<file path="config.mk">
export PLATFORM = sky130hd
export DESIGN_NAME = dram_uart_tx
export DESIGN_NICKNAME = d
export VERILOG_FILES = /design/src/rtl/dram_uart_tx_pkg.sv /design/src/rtl/uart_tx_serializer.sv /design/src/rtl/dram_uart_tx.sv
export SDC_FILE = /design/constraint.sdc
export NUM_CORES = 1
export LEC_CHECK = 0
export ABC_AREA = 1
export CORE_UTILIZATION = 50
export CTS_BUF_LIST = sky130_fd_sc_hd__clkbuf_8
export DETAILED_ROUTE_END_ITERATION = 10
export PLACE_DENSITY_LB_ADDON = 0.05
export SYNTH_ARGS = -nofsm -noshare
export SYNTH_HDL_FRONTEND = slang
export SYNTH_SLANG_ARGS = --single-unit
</file>
<file path="constraint.sdc">
create_clock -name clock -period 1.6 [get_ports clock]
set_input_delay 0.16 -clock clock [delete_from_list [all_inputs] [get_ports clock]]
set_output_delay 0.16 -clock clock [all_outputs]
set_load 0.005 [all_outputs]
</file>
<file path="src/rtl/dram_uart_tx_pkg.sv">
// Shared definitions for the DRAM-to-UART result transmitter.
// Defining TX_PARITY_EN adds an even-parity bit and a PARITY state to every frame.
package dram_uart_tx_pkg;

    localparam int DEFAULT_CLKS_PER_BIT = 434;
    localparam int DEFAULT_BYTE_COUNT   = 16384;

    // Bit indices within a frame: 0 is the start bit, 1..8 carry data LSB first.
    localparam logic [3:0] LAST_DATA_BIT = 4'd8;

`ifdef TX_PARITY_EN
    localparam logic [3:0] STOP_BIT_INDEX = 4'd10;

    typedef enum logic [2:0] {
        IDLE, FETCH, LATCH, START, DATA, PARITY, STOP, NEXT
    } tx_state_e;

    function automatic logic even_parity(input logic [7:0] data);
        return ^data;
    endfunction
`else
    localparam logic [3:0] STOP_BIT_INDEX = 4'd9;

    typedef enum logic [2:0] {
        IDLE, FETCH, LATCH, START, DATA, STOP, NEXT
    } tx_state_e;
`endif

endpackage

</file>
<file path="src/rtl/uart_tx_serializer.sv">
// UART frame serializer: baud counter, shift register and bit counter behind a load/ready handshake.
// Honours TX_PARITY_EN by sending an even-parity bit ahead of the stop bit.
module uart_tx_serializer
    import dram_uart_tx_pkg::*;
#(
    parameter int CLKS_PER_BIT = DEFAULT_CLKS_PER_BIT
) (
    input  logic       clock,
    input  logic       reset,
    input  logic       load,
    input  logic [7:0] data,
    output logic       ready,
    output logic       bit_tick,
    output logic [3:0] bit_index,
    output logic       tx
);

    localparam logic [15:0] LAST_BAUD = 16'(CLKS_PER_BIT - 1);

    logic [15:0] baud_cnt_r;
    logic [3:0]  bit_cnt_r;
    logic [7:0]  shift_r;
    logic        active_r;
    logic        tx_r;
    logic        bit_end_s;
`ifdef TX_PARITY_EN
    logic        parity_r;
`endif

    assign bit_end_s = active_r && (baud_cnt_r == LAST_BAUD);
    assign ready     = ~active_r;
    assign bit_tick  = bit_end_s;
    assign bit_index = bit_cnt_r;
    assign tx        = tx_r;

    // Frame sequencing: tx always changes on a bit boundary so each bit lasts exactly CLKS_PER_BIT cycles.
    always_ff @(posedge clock) begin
        if (reset) begin
            baud_cnt_r <= 16'd0;
            bit_cnt_r  <= 4'd0;
            shift_r    <= 8'd0;
            active_r   <= 1'b0;
            tx_r       <= 1'b1;
`ifdef TX_PARITY_EN
            parity_r   <= 1'b0;
`endif
        end else if (load && !active_r) begin
            shift_r    <= data;
            baud_cnt_r <= 16'd0;
            bit_cnt_r  <= 4'd0;
            active_r   <= 1'b1;
            tx_r       <= 1'b0;
`ifdef TX_PARITY_EN
            parity_r   <= even_parity(data);
`endif
        end else if (active_r) begin
            if (bit_end_s) begin
                baud_cnt_r <= 16'd0;
                if (bit_cnt_r == STOP_BIT_INDEX) begin
                    active_r  <= 1'b0;
                    bit_cnt_r <= 4'd0;
                    tx_r      <= 1'b1;
                end else begin
                    bit_cnt_r <= bit_cnt_r + 4'd1;
                    if (bit_cnt_r < LAST_DATA_BIT) begin
                        tx_r    <= shift_r[0];
                        shift_r <= {1'b0, shift_r[7:1]};
`ifdef TX_PARITY_EN
                    end else if (bit_cnt_r == LAST_DATA_BIT) begin
                        tx_r <= parity_r;
`endif
                    end else begin
                        tx_r <= 1'b1;
                    end
                end
            end else begin
                baud_cnt_r <= baud_cnt_r + 16'd1;
            end
        end
    end

endmodule

</file>
<file path="src/rtl/dram_uart_tx.sv">
// Streams BYTE_COUNT result bytes from DRAM address 0 upward out of a UART line.
// Defining TX_PARITY_EN adds an even-parity bit (PARITY state) to every frame.
module dram_uart_tx
    import dram_uart_tx_pkg::*;
#(
    parameter int CLKS_PER_BIT = DEFAULT_CLKS_PER_BIT,
    parameter int BYTE_COUNT   = DEFAULT_BYTE_COUNT
) (
    input  logic        clock,
    input  logic        reset,
    input  logic        start_Tx,
    output logic [15:0] DRAM_address_tx,
    input  logic [7:0]  DRAM_input_data,
    output logic        tx,
    output logic        busy,
    output logic        done
);

    // 17 bits so that BYTE_COUNT = 65536 ends at 65535 instead of wrapping.
    localparam logic [16:0] LAST_INDEX = 17'(BYTE_COUNT - 1);

    tx_state_e   state_r;
    tx_state_e   state_next_s;
    logic [16:0] index_r;
    logic [16:0] index_next_s;
    logic        start_prev_r;
    logic        busy_r;
    logic        busy_next_s;
    logic        done_r;
    logic        done_next_s;
    logic        start_rise_s;
    logic        load_s;
    logic        ser_ready_s;
    logic        bit_tick_s;
    logic [3:0]  bit_index_s;

    assign start_rise_s    = start_Tx & ~start_prev_r;
    assign DRAM_address_tx = index_r[15:0];
    assign busy            = busy_r;
    assign done            = done_r;

    uart_tx_serializer #(
        .CLKS_PER_BIT (CLKS_PER_BIT)
    ) u_serializer (
        .clock     (clock),
        .reset     (reset),
        .load      (load_s),
        .data      (DRAM_input_data),
        .ready     (ser_ready_s),
        .bit_tick  (bit_tick_s),
        .bit_index (bit_index_s),
        .tx        (tx)
    );

    // State, index and status registers; reset drops any frame in flight without a done pulse.
    always_ff @(posedge clock) begin
        if (reset) begin
            state_r      <= IDLE;
            index_r      <= 17'd0;
            busy_r       <= 1'b0;
            done_r       <= 1'b0;
            start_prev_r <= 1'b0;
        end else begin
            state_r      <= state_next_s;
            index_r      <= index_next_s;
            busy_r       <= busy_next_s;
            done_r       <= done_next_s;
            start_prev_r <= start_Tx;
        end
    end

    // Next-state logic: DRAM data arrives in LATCH, one cycle after the address shown in FETCH.
    always_comb begin
        state_next_s = state_r;
        index_next_s = index_r;
        busy_next_s  = busy_r;
        done_next_s  = 1'b0;
        load_s       = 1'b0;
        case (state_r)
            IDLE: begin
                if (start_rise_s) begin
                    state_next_s = FETCH;
                    index_next_s = 17'd0;
                    busy_next_s  = 1'b1;
                end else begin
                    state_next_s = IDLE;
                end
            end
            FETCH: begin
                state_next_s = LATCH;
            end
            LATCH: begin
                if (ser_ready_s) begin
                    load_s       = 1'b1;
                    state_next_s = START;
                end else begin
                    state_next_s = LATCH;
                end
            end
            START: begin
                if (bit_tick_s) begin
                    state_next_s = DATA;
                end else begin
                    state_next_s = START;
                end
            end
            DATA: begin
                if (bit_tick_s && (bit_index_s == LAST_DATA_BIT)) begin
`ifdef TX_PARITY_EN
                    state_next_s = PARITY;
`else
                    state_next_s = STOP;
`endif
                end else begin
                    state_next_s = DATA;
                end
            end
`ifdef TX_PARITY_EN
            PARITY: begin
                if (bit_tick_s) begin
                    state_next_s = STOP;
                end else begin
                    state_next_s = PARITY;
                end
            end
`endif
            STOP: begin
                if (bit_tick_s) begin
                    state_next_s = NEXT;
                end else begin
                    state_next_s = STOP;
                end
            end
            NEXT: begin
                if (index_r == LAST_INDEX) begin
                    state_next_s = IDLE;
                    busy_next_s  = 1'b0;
                    done_next_s  = 1'b1;
                end else begin
                    state_next_s = FETCH;
                    index_next_s = index_r + 17'd1;
                end
            end
            default: begin
                state_next_s = IDLE;
                busy_next_s  = 1'b0;
            end
        endcase
    end

endmodule

</file>
==> results of run 1 <==
[power groups by stage]
stage                     sequential [uW]  clock (uW)  combinational (uW)
final                                1410         840                 448
after global routing                 1420         910                 502
after CTS                            1410         871                 414
after detailed placement             1440           0                 399
after global placement               1430           0                 395
after floorplan                      1430           0                 271
[synthesized netlist by cell type, drive strengths merged]
library cell / instances / area share [%]
o21bai: 2 / 0.49
or2: 5 / 1.0
nor3b: 1 / 0.24
nor4: 2 / 0.41
o21ai: 11 / 2.1
dfxtp: 53 / 34
nor2: 89 / 12
xor2: 4 / 1.1
xnor2: 1 / 0.28
nand3: 49 / 9.2
a21oi: 33 / 5.4
ha: 3 / 1.2
clkinv: 1 / 0.16
clkbuf: 3 / 0.36
a31oi: 2 / 0.41
buf: 22 / 5.6
nand3b: 1 / 0.24
nand4: 11 / 2.2
o211ai: 1 / 0.24
nand2: 118 / 15
nor3: 4 / 0.65
o21a: 1 / 0.24
inv: 54 / 6.7
and3: 1 / 0.20
o31ai: 2 / 0.49
[registers in the layout, indices dropped and copies added, names as in the netlist, 3 cells and up]
register and flops:
u_serializer.bit_index 4, u_serializer.baud_cnt_r 16, u_serializer.shift_r 8, index_r 17
state_r 3
[worst paths after layout]
path,start,to,slack [ns],cells after the start
setup / recovery,index_r[2]$_SDFFE_PP0P_,DRAM_address_tx[2],0.08,2
hold / removal,start_Tx,start_prev_r$_SDFF_PP0_,0.39,3
setup reg to reg,index_r[1]$_SDFFE_PP0P_,index_r[11]$_SDFFE_PP0P_,0.10,8
hold reg to reg,busy$_SDFFE_PP0P_,busy$_SDFFE_PP0P_,0.47,2
[worst register-to-register path: stages (launching register included)]
cell and delay [ns]:
dfxtp_1 0.35, ha_2 0.20, nand3_2 0.13, nor2_4 0.16, nand3_4 0.11, nand2_8 0.13
buf_4 0.14, nand3_1 0.09, a21oi_2 0.14
[area by class of cell]
class / instances / share of cell area (%)
multi-input combinational: 341 / 44.6
sequential: 53 / 28.2
timing repair buffer: 68 / 16.5
inverter: 55 / 5.54
clock buffer: 7 / 2.54
tap: 75 / 2.47
clock inverter: 1 / 0.132
[through the flow]
stage          hold slack, ns  cell area [um^2]  cells  worst slack, ns  power (uW)
2_1_floorplan           0.285              3090    474           0.0321        1710
3_3_place_gp            0.450              3530    585           0.0258        1830
5_1_grt                 0.379              3790    600         -0.00684        2830
3_5_place_dp            0.455              3530    585          0.00621        1840
6_report                0.389              3790    600           0.0781        2700
4_1_cts                 0.386              3650    594           0.0247        2690
[logic make-up after synthesis]
logic type	Yosys count	share of synthesized area, %
xor+xnor	5	1.42
compound gates	52	9.37
fa+ha+maj	3	1.22
buf+inv	80	12.7
simple gates	281	40.9
flops	53	34.4
[routing by layer]
layer / vias to the layer above / routed length [um] / GRT usage, % / part of all wire [%]
met5: - / 0 / 0 / 0
met4: 0 / 108 / 6.25 / 1.5
met3: 12 / 238 / 3.52 / 3.3
met2: 63 / 3530 / 38.6 / 48
met1: 1394 / 3420 / 28.8 / 47
li1: 1603 / - / - / -
[what timing repair did]
action,CTS,global route
pin swaps,1,3
resized for setup,0,20
endpoints found under the setup margin,7,27
cloned,0,1
buffers inserted,1,5
hold buffers,0,0
==> impl_metrics.csv, run 1 <==
group,metric,value,unit
cells_and_area,drive_gt1_share,17.1,%
clock_network,path_clk_slew,0.10,ns
cells_and_area,fin_nets,538,
power,switching_power,727,uW
logic_synthesis,syn-num-nets,488,
power,pwr-share-comb,16.6,%
power,power.density,711,mW/mm^2
sta,fin_tns_setup,0,ns
cells_and_area,postLayoutCoreUtil,64.1,%
worst_setup_path,crit_type,"reg -> out",
detailed_routing,wl_per_cell,12.2,um
detailed_routing,drt-initial-drc-count,163,
global_routing,antenna_found_initial,0,
detailed_routing,drt-pass1-iter-count,4,
global_routing,overflow,0,
logic_synthesis,synthCells,474,
logic_synthesis,synth_area,0.00309,mm^2
floorplan,die_h,80.6,um
global_routing,grt_pass1_vias,2587,
logic_synthesis,ys_seq_area_share,34.4,%
place,place_congestion,0.855,
floorplan,die_area,0.00649,mm^2
power,clockPowerShare,31.1,%
clock_network,cts_made_buffers,5,
floorplan,fp.coreArea,0.00592,mm^2
worst_setup_path,worst_ep_arrival_time,1.36,ns
cells_and_area,diodes,0,
sta,finalSetupViolations,0,
cells_and_area,multi_input_comb_area,0.00169,mm^2
worst_setup_path,crit_fanout,5,
clock_network,htreeDepth,2,
clock_network,clock_sinks,53,
global_routing,grt_pass1_wl,11500,um
power,p_leak,0.00154,uW
clock_network,insertion_delay,0.31,ns
detailed_routing,ant_nets,0,
place,io_buffer_count,29,
sta,fin_crit,1.52,ns
cells_and_area,layout_common_cells,"nand2_1, nor2_1, dfxtp_1",
logic_synthesis,ys_warn_count,0,
floorplan,start_util,52.1,%
worst_setup_path,critPathTopFamily,"buffers and inverters",
cells_and_area,seqCellArea,0.00107,mm^2
detailed_routing,routed_wl,7300,um
clock_network,clockBufferDepth,2,
detailed_routing,drt-vias-per-instance,5.12,
sta,tightest_slew,0.396,ns
cells_and_area,final_common_cell,"nand2_1",
power,seq_power_share,52.3,%
worst_setup_path,end_kind,"output port",
worst_setup_path,crit_path_cell_trace,"buf_4, clkdlybuf4s50_1",
worst_setup_path,critPathRequiredTime,1.44,ns
clock_network,root_buffer,"clkbuf_8",
cells_and_area,syn2layout_area_growth,22.9,%
worst_setup_path,critPathLaunchType,"flip-flop",
worst_hold_path,min_path_type,"in -> reg",
floorplan,pin_count,30,
logic_synthesis,synth.distinct_cells,38,
sta,final.setup_skew,0.0144,ns
sta,final_max_slew_viol_count,0,
power,p_int,1970,uW
clock_network,cts_tree,"done",
global_routing,grt.total_usage,22.5,%
global_routing,grt_max_degree,18,
floorplan,rows,28,
detailed_routing,drcViolationCount,0,
logic_synthesis,avgSynthCellArea,6.51,um^2
worst_setup_path,cp_slowest_cell,"clkdlybuf4s50_1",
sta,hold_viol,0,
worst_setup_path,critPathMaxStageDelay,0.49,ns
power,ir_drop,0.509,mV
place,dpl.hpwl,5240,um
run,maxCapViolCount,0,
sta,relSlewSlack,73.5,%
sta,fmax,657,MHz
detailed_routing,via_count,3072,
power,power.share.switching,27.0,%
logic_synthesis,synth_seq_cells,53,
floorplan,die_x,80.6,um
worst_setup_path,crit_buf_inv,2,
status,outcome,"complete, no violations",
cells_and_area,n_fill_cell,553,
sta,period_share,95.1,%
(Power assumes the default switching activity.)
==> run 2: changes to the inputs <==
--- a/config.mk
+++ b/config.mk
@@ -10,6 +10,7 @@
 export CTS_BUF_LIST = sky130_fd_sc_hd__clkbuf_8
 export DETAILED_ROUTE_END_ITERATION = 10
 export PLACE_DENSITY_LB_ADDON = 0.05
+export SKIP_LAST_GASP = 1
 export SYNTH_ARGS = -nofsm -noshare
 export SYNTH_HDL_FRONTEND = slang
 export SYNTH_SLANG_ARGS = --single-unit
==> run 2 against run 1 <==
Compared with the run above: setup slack worse by 0.021 ns; core utilization down 0.19 points; cell area down 0.30%; first-iteration DRC count up 8.6%; sequential share of layout area up 0.051 points; fmax down 1.4%; die area unchanged; routed wire length up 0.11%; cell count unchanged; count of clock-buffer cells in the layout unchanged; sequential power about the same; global-route usage unchanged.
==> impl_metrics.csv, run 2 (synthesis gave the netlist of run 1 again) <==
group,metric,value,unit
sta,fmax,648,MHz
global_routing,overflow,0,
clock_network,insertion_delay,0.31,ns
cells_and_area,drive_gt1_share,17.0,%
worst_setup_path,critPathTopFamily,"simple AND/OR/NAND/NOR gates",
sta,rsz0062_at_grt,"yes",
floorplan,start_util,52.1,%
sta,fin_crit,1.54,ns
floorplan,fp.coreArea,0.00592,mm^2
power,ir_drop,0.506,mV
detailed_routing,via_count,3063,
sta,tightest_slew,0.397,ns
cells_and_area,final_common_cell,"nand2_1",
place,place_congestion,0.855,
cells_and_area,syn2layout_area_growth,22.5,%
sta,period_share,96.5,%
clock_network,cts_tree,"done",
detailed_routing,drt-met1-wl,3490,um
clock_network,root_buffer,"clkbuf_8",
floorplan,die_area,0.00649,mm^2
cells_and_area,n_fill_cell,556,
clock_network,path_clk_slew,0.10,ns
worst_setup_path,critPathLaunchType,"flip-flop",
sta,setup_ws,0.0566,ns
detailed_routing,wl_met2,3540,um
detailed_routing,ant_nets,0,
place,post-place-cells,585,
worst_setup_path,crit_type,"reg -> reg",
worst_setup_path,end_kind,"flip-flop",
sta,final_max_slew_viol_count,0,
worst_setup_path,critPathMaxStageDelay,0.35,ns
global_routing,antenna_found_initial,0,
clock_network,cts_made_buffers,5,
detailed_routing,routed_wl,7310,um
cells_and_area,reg_top3,"index_r (17), u_serializer.baud_cnt_r (16), u_serializer.shift_r (8)",
worst_setup_path,cp_slowest_cell,"dfxtp_2",
detailed_routing,wl_met3,202,um
global_routing,grt_pass1_vias,2587,
cells_and_area,regMostFlops,"index_r",
place,io_buffer_count,29,
sta,relSlewSlack,73.4,%
floorplan,pin_count,30,
detailed_routing,drcViolationCount,0,
global_routing,grt_pass1_wl,11500,um
clock_network,holdBufCountCts,0,
floorplan,die_x,80.6,um
clock_network,clockBufferDepth,2,
cells_and_area,diodes,0,
power,power.density,713,mW/mm^2
clock_network,htreeDepth,2,
sta,hold_viol,0,
place,dpl.hpwl,5240,um
power,p_leak,0.00154,uW
detailed_routing,drt-initial-drc-count,177,
floorplan,die_h,80.6,um
detailed_routing,highest_layer,"met4",
cells_and_area,layout_common_cells,"nand2_1, nor2_1, dfxtp_1",
worst_setup_path,crit_path_cell_trace,"inv_2, ha_2, nand3_2, nor2_4, nand3_4, o21ai_4, clkbuf_16, nor2_1, nor2_1",
cells_and_area,layoutNonFillerInstCount,600,
detailed_routing,drt-vias-per-instance,5.11,
clock_network,clock_sinks,53,
floorplan,rows,28,
worst_setup_path,crit_top_cell,"nor2_1",
detailed_routing,wl_per_cell,12.2,um
worst_setup_path,critPathRequiredTime,1.84,ns
worst_setup_path,crit_buf_inv,2,
cells_and_area,fin_nets,538,
worst_setup_path,crit_fanout,7,
global_routing,grt.total_usage,22.5,%
sta,finalSetupViolations,0,
detailed_routing,drt-pass1-iter-count,4,
sta,final.setup_skew,0.0137,ns
place,pre_cts_slack,0.00621,ns
worst_setup_path,worst_ep_arrival_time,1.78,ns
global_routing,grt_max_degree,18,
run,maxCapViolCount,0,
cells_and_area,largest_reg_flops,17,
worst_hold_path,min_path_type,"in -> reg",
status,outcome,"complete, no violations",
run 2: per-layer routing:
| layer | vias up | global-route usage (%) |
|---|---|---|
| met3 | 8 | 3.52 |
| met4 | 0 | 6.25 |
| li1 | 1600 | - |
| met2 | 57 | 38.6 |
| met5 | - | 0 |
| met1 | 1398 | 28.8 |
run 2: path summary, 6_finish.rpt:
check	cells after the start	slack (ns)	to	from
setup reg to reg	9	0.06	u_serializer.shift_r[1]$_SDFFE_PP0P_	u_serializer.baud_cnt_r[1]$_SDFFE_PP0P_
hold / removal	3	0.39	start_prev_r$_SDFF_PP0_	start_Tx
setup / recovery	9	0.06	u_serializer.shift_r[1]$_SDFFE_PP0P_	u_serializer.baud_cnt_r[1]$_SDFFE_PP0P_
hold reg to reg	2	0.47	busy$_SDFFE_PP0P_	busy$_SDFFE_PP0P_
run 2: repair_timing:
item / 4_1_cts / 5_1_grt
setup endpoints to repair: 7 / 27
gates cloned: 0 / 1
setup buffers: 1 / 5
pin swaps: 1 / 3
resized for setup: 0 / 18
run 2: cell type report:
class	count	area, um^2	area share, %
multi-input cells	341	1680	44.5
well taps	75	93.8	2.48
flip-flops and latches	53	1070	28.2
inverters	55	210	5.56
clock buffers	7	96.3	2.55
repair buffers	68	626	16.5
clock inverters	1	5.00	0.132
run 2: metrics by stage:
stage	util, %	setup TNS (ns)	power [uW]	area [um^2]	hold WS (ns)
after global routing	63.9	-0.306	2830	3780	0.379
after detailed placement	59.6	0	1840	3530	0.455
after floorplan	-	0	1710	3090	0.285
after CTS	61.6	0	2690	3650	0.386
final	63.9	0	2700	3780	0.390
after global placement	59.6	0	1830	3530	0.450
run 2: power by group:
| group | switching [uW] | leakage, uW | internal (uW) | total [uW] |
|---|---|---|---|---|
| sequential | 37.7 | 0.000432 | 1370 | 1410 |
| clock | 450 | 0.0000542 | 393 | 843 |
| combinational | 241 | 0.00105 | 205 | 446 |
run 2: worst min-delay path: stages:
cell             delay, ns
clkdlybuf4s50_1       0.40
inv_1                 0.07
nor2_1                0.04
